### src/rtl/usb_bulk_in_packetizer.sv
// usb_bulk_in_packetizer
// Frames an 8-bit byte stream into USB bulk-IN packets. Each accepted byte
// waits in a one-entry hold register. This lets tlast be attached to it after
// the fact when one of these closes the packet: a size limit, an upstream
// tlast, a flush request or an idle timeout.
//
// Handshake semantics (both AXI4-Stream ports): a byte transfers on a rising
// edge where valid and ready are both 1; once valid is raised, data and last
// stay stable until that transfer happens.
module usb_bulk_in_packetizer #(
    parameter int MAX_PKT = 512,
    parameter int TIMEOUT = 1024,
    parameter int CNT_W   = $clog2(MAX_PKT + 1)
) (
    input  logic       aclk,
    input  logic       aresetn,
    input  logic       flush_i,
    input  logic       s_axis_tvalid_i,
    output logic       s_axis_tready_o,
    input  logic       s_axis_tlast_i,
    input  logic [7:0] s_axis_tdata_i,
    output logic       m_axis_tvalid_o,
    input  logic       m_axis_tready_i,
    output logic       m_axis_tlast_o,
    output logic [7:0] m_axis_tdata_o,
    output logic       pkt_done_o,
    output logic       timeout_o
);

    // Timer only needs to reach TIMEOUT-1; a zero TIMEOUT disables it.
    localparam int                TMR_W    = (TIMEOUT > 1) ? $clog2(TIMEOUT) : 1;
    localparam bit                TMR_EN   = (TIMEOUT > 0);
    localparam logic [CNT_W-1:0]  CNT_LAST = CNT_W'(MAX_PKT - 1);
    localparam logic [TMR_W-1:0]  TMR_LAST = TMR_W'((TIMEOUT > 0) ? (TIMEOUT - 1) : 0);

    // Hold register, byte counter and idle timer
    logic             hv;
    logic             hlast;
    logic [7:0]       hd;
    logic [CNT_W-1:0] cnt;
    logic [TMR_W-1:0] tmr;

    logic accept;
    logic out_free;
    logic move_nf;
    logic move_f;
    logic tmr_clr;
    logic tmr_fire;
    logic close_now;
    logic next_last;

    // Handshake and transfer decisions for the current cycle
    always_comb begin
        out_free        = !m_axis_tvalid_o || m_axis_tready_i;
        // A final hold blocks new input until it has drained to the output.
        s_axis_tready_o = !hv || (out_free && !hlast);
        accept          = s_axis_tvalid_i && s_axis_tready_o;
        // A non-final byte only leaves the hold when its successor arrives,
        // so a later close event can still mark it as last.
        move_nf         = hv && !hlast && accept;
        move_f          = hv && hlast && out_free;
        tmr_clr         = accept || !hv || hlast;
        tmr_fire        = TMR_EN && !tmr_clr && (tmr == TMR_LAST);
        // Flush or timeout retroactively closes a partial packet held here;
        // with nothing held, a flush is dropped (no zero-length packets).
        close_now       = hv && !hlast && !accept && (flush_i || tmr_fire);
        next_last       = s_axis_tlast_i || (cnt == CNT_LAST) || flush_i;
    end

    // Hold register and byte counter update
    always_ff @(posedge aclk) begin
        if (!aresetn) begin
            hv    <= 1'b0;
            hlast <= 1'b0;
            hd    <= 8'h00;
            cnt   <= '0;
        end else if (accept) begin
            hv    <= 1'b1;
            hd    <= s_axis_tdata_i;
            hlast <= next_last;
            cnt   <= next_last ? '0 : cnt + CNT_W'(1);
        end else if (move_f) begin
            hv    <= 1'b0;
            hlast <= 1'b0;
        end else if (close_now) begin
            hlast <= 1'b1;
            cnt   <= '0;
        end
    end

    // Idle timer: counts cycles a partial packet sits in the hold unfed
    always_ff @(posedge aclk) begin
        if (!aresetn) begin
            tmr       <= '0;
            timeout_o <= 1'b0;
        end else begin
            timeout_o <= tmr_fire;
            if (tmr_clr) begin
                tmr <= '0;
            end else if (TMR_EN) begin
                tmr <= tmr + TMR_W'(1);
            end
        end
    end

    // Output register: loads from the hold, otherwise drains on ready
    always_ff @(posedge aclk) begin
        if (!aresetn) begin
            m_axis_tvalid_o <= 1'b0;
            m_axis_tlast_o  <= 1'b0;
            m_axis_tdata_o  <= 8'h00;
        end else if (move_nf || move_f) begin
            m_axis_tvalid_o <= 1'b1;
            m_axis_tlast_o  <= hlast;
            m_axis_tdata_o  <= hd;
        end else if (m_axis_tready_i) begin
            m_axis_tvalid_o <= 1'b0;
        end
    end

    // Packet-complete pulse, one cycle after the tlast handshake
    always_ff @(posedge aclk) begin
        if (!aresetn) begin
            pkt_done_o <= 1'b0;
        end else begin
            pkt_done_o <= m_axis_tvalid_o && m_axis_tready_i && m_axis_tlast_o;
        end
    end

endmodule

### config.mk
export PLATFORM = sky130hd
export DESIGN_NAME = usb_bulk_in_packetizer
export DESIGN_NICKNAME = d
export VERILOG_FILES = /design/src/rtl/usb_bulk_in_packetizer.sv
export SDC_FILE = /design/constraint.sdc
export NUM_CORES = 1
export LEC_CHECK = 0
export CAP_MARGIN = 10
export CELL_PAD_IN_SITES_DETAIL_PLACEMENT = 0
export CELL_PAD_IN_SITES_GLOBAL_PLACEMENT = 1
export CORE_ASPECT_RATIO = 0.7
export CORE_MARGIN = 2
export CORE_UTILIZATION = 35
export DETAILED_ROUTE_END_ITERATION = 8
export PLACE_DENSITY = 0.78
export SLEW_MARGIN = 20
export SYNTH_ARGS = -nofsm -noshare
export SYNTH_HDL_FRONTEND = slang
export SYNTH_SLANG_ARGS = --single-unit
### constraint.sdc
create_clock -name aclk -period 1.7 [get_ports aclk]
set_input_delay 0.425 -clock aclk [delete_from_list [all_inputs] [get_ports aclk]]
set_output_delay 0.425 -clock aclk [all_outputs]
set_load 0.005 [all_outputs]
==> flow_summary.ini <==
[run]
drv_cap = 0

[yosys]
ys_ff_latch = 42
synthSimpleGateAreaFrac_pct = 26.3
synth_edf_count = 0
synth_seq_area_share_pct = 46.6
avgSynthCellArea_um2 = 8.84
synth_top_family_by_area = simple AND/OR/NAND/NOR gates
synth_ff_type = dfxtp_1
synth.distinct_cells = 37
synth_area_mm2 = 0.00180
synth_fp_nets = 220
syn-instance-count = 204
ys_async_sr_fraction_pct = 0
synth-xor-area-share_pct = 4.86
ys.warnings.count = 0
synth_adder_area_share_pct = 1.39
synth.area.mux_share_pct = 5.55
synth_compound_area_share_pct = 11.9

[status]
outcome = completed

[route]
num_vias = 1483
routed_wl_mm = 3.64
ant_nets = 0
drc = 0
viasPerCell = 4.59
firstDrtPassIters = 6
post_drt_wl_per_cell_um = 11.3
drtIter0Drc = 51

[critical_path]
cp_max_fo = 3
critical_path.top_delay_family = buffers and inverters
cp-end-kind = primary output
worst_ep_required_time_ns = 1.27
critPathSlowestCell = clkdlybuf4s50_1
rr_endpoint = cnt[1]$_SDFFE_PN0P_
rr_worst_depth = 5
crit_path_start_kind = flip-flop
worst-path-buf-inv = 1
crit_type = reg2out
max_stage_delay_ns = 0.52
cp_cell_sequence = clkdlybuf4s50_1
rrSetupSlack_ns = 0.14
arrival_ns = 1.21
rr_startpoint = tmr[6]$_SDFF_PP0_

[timing]
hold_viol_final = 0
finalCritPeriodShare_pct = 96.0
max_freq_mhz = 613
slew_violations = 0
rsz0062_at_grt = false
setup_tns_ns = 0
setup_viol = 0
max-slew-margin-rel_pct = 78.4
timing.final.crit_period_ns = 1.63
worst_hold_slack_ns = 0.459
layout_setup_ws_ns = 0.0675
finClkSkew_ns = 0.00500
worst_pin_slew_ns = 0.324

[floorplan]
ioPinCount = 27
die_h_um = 64.1
fp.dieW_um = 89.8
dieArea_mm2 = 0.00575
start_util_pct = 37.1
core_region_area_mm2 = 0.00486
row_count = 21

[clocking]
cts_tree = done
numCtsBuffers = 5
clkSinkCount = 42
htree_levels = 2
clockBufferDepth = 2
clk_pin_slew_worst_paths_ns = 0.08
clock-root-buffer = clkbuf_8
post-cts-setup-buffers = 0
clock_latency_ns = 0.29

[global_routing]
grt_overflow = 0
grt_pass1_vias = 1397
grt_max_degree = 23
antenna_found_initial = 0
grtUsageMet1_pct = 19.1
met2_usage_pct = 20.5
groute.usage.overall_pct = 13.9
grt_pass1_wl_mm = 6.35
grt_use_met3_pct = 4.36
grt_busiest_layer = met2

[power_and_ir_drop]
pwr-share-comb_pct = 13.0
p_sw_share_pct = 24.5
clkPwrFrac_pct = 33.9
p_leak_nw = 0.939
p_switching_uw = 479
max-vdd-ir-drop_v = 0.000343
seq_power_share_pct = 53.1
p_per_area_mw_per_mm2 = 804
intPower_mw = 1.48

[worst_hold_path]
worstHoldStart = hd[3]$_SDFFE_PN0P_
hold_path_end = hd[3]$_SDFFE_PN0P_
hold_depth = 2
hp-class = reg2reg

[final_layout]
layout.cells.non_filler = 323
syn2layout_area_growth_pct = 35.0
fin_nets = 269
drive_gt1_share_pct = 17.7
nFillCells = 473
antenna_cells = 0

[placement]
dpl.hpwl_mm = 2.69
placed_cells = 315
portBuffers = 26
place.gp.congestion = 0.744
pre_cts_ws_ns = -0.345
power by group through the flow:
stage | clock network [mW] | logic (mW) | registers, mW
6_report | 0.663 | 0.255 | 1.04
5_1_grt | 0.730 | 0.280 | 1.04
4_1_cts | 0.692 | 0.250 | 1.04
3_5_place_dp | 0 | 0.242 | 1.06
3_3_place_gp | 0 | 0.241 | 1.06
2_1_floorplan | 0 | 0.128 | 1.05
routing by layer:
metal	part of all wire (%)	up-vias
met5	0	-
met4	1.1	0
met3	4.3	5
met2	41	20
met1	53	662
li1	-	796
synth_stat cells, types with 2 or more instances:
master / instances / area [um^2]
inv_1: 4 / 15.0
nor2b_2: 2 / 17.5
nor3_1: 4 / 20.0
mux2i_1: 10 / 100
and3_1: 2 / 12.5
xnor2_1: 4 / 35.0
o211ai_1: 2 / 15.0
dfxtp_1: 42 / 841
ha_1: 2 / 25.0
clkbuf_1: 2 / 7.51
nand2b_1: 3 / 18.8
o21ai_0: 2 / 10.0
nand3_2: 2 / 20.0
nand3_1: 14 / 70.1
a21oi_1: 14 / 70.1
nand4_1: 2 / 12.5
o21a_1: 2 / 15.0
o21ai_1: 3 / 15.0
nor2b_1: 2 / 12.5
a32oi_1: 2 / 17.5
buf_2: 4 / 20.0
nor2_1: 25 / 93.8
nand2_1: 36 / 135
xor2_1: 6 / 52.6
metrics by stage:
stage | power [mW] | util (%) | instance area [um^2]
after floorplan | 1.18 | - | 1800
after global placement | 1.30 | 47.2 | 2300
after detailed placement | 1.30 | 47.2 | 2300
after CTS | 1.98 | 49.7 | 2410
after global routing | 2.05 | 50.1 | 2430
final | 1.96 | 50.1 | 2430
cell usage in the layout, fill, tap and decap left out, types with 3 or more instances in the layout:
cell / instances
clkbuf_8: 6
xnor2_1: 4
o21ai_1: 3
buf_4: 21
nor2_1: 25
inv_1: 4
xor2_1: 6
mux2i_1: 10
nand3_1: 14
clkdlybuf4s50_1: 24
a21oi_1: 14
nand2_1: 36
nor3_1: 4
dfxtp_1: 42
state kept, by name, indices dropped and copies added, names as in the netlist:
name and count:
cnt 10, tmr 10, hd 8, m_axis_tdata_o 8, hlast 1, hv 1
m_axis_tlast_o 1, m_axis_tvalid_o 1, pkt_done_o 1, timeout_o 1
logic make-up after synthesis:
| logic type | count (synthesis) |
|---|---|
| AOI/OAI and AO/OA | 31 |
| xor gates and xnor gates | 10 |
| adders and majority gates | 2 |
| buffers and inverters | 12 |
| DFF | 42 |
| muxes | 10 |
| and+or+nand+nor | 97 |
area by class of cell:
type	count	area [um^2]	area share [%]
clock inverter	2	12.5	0.514
timing repair buffer	50	460	18.9
sequential	42	841	34.5
clock buffer	6	82.6	3.39
tap	69	86.3	3.55
inverter	4	15.0	0.617
multi-input combinational	150	937	38.5
worst max-delay path by stage:
stage	depth (start not counted)	from	slack, ns	end
global route	7	cnt[0]$_SDFFE_PN0P_	0.007	cnt[2]$_SDFFE_PN0P_
global placement	5	m_axis_tready_i	-0.34	s_axis_tready_o
finish	1	m_axis_tvalid_o$_SDFFE_PN0P_	0.07	m_axis_tvalid_o
detailed placement	8	m_axis_tready_i	-0.35	cnt[2]$_SDFFE_PN0P_
floorplan	6	cnt[0]$_SDFFE_PN0P_	0.22	cnt[2]$_SDFFE_PN0P_
CTS	6	s_axis_tvalid_i	0.05	cnt[3]$_SDFFE_PN0P_
timing repair:
item                       in CTS  in global routing
hold buffers                    0                  0
resized for setup               7                  5
pin swaps                       0                  2
setup endpoints to repair       5                  7
Note: power is estimated with default switching activity, not from simulation.
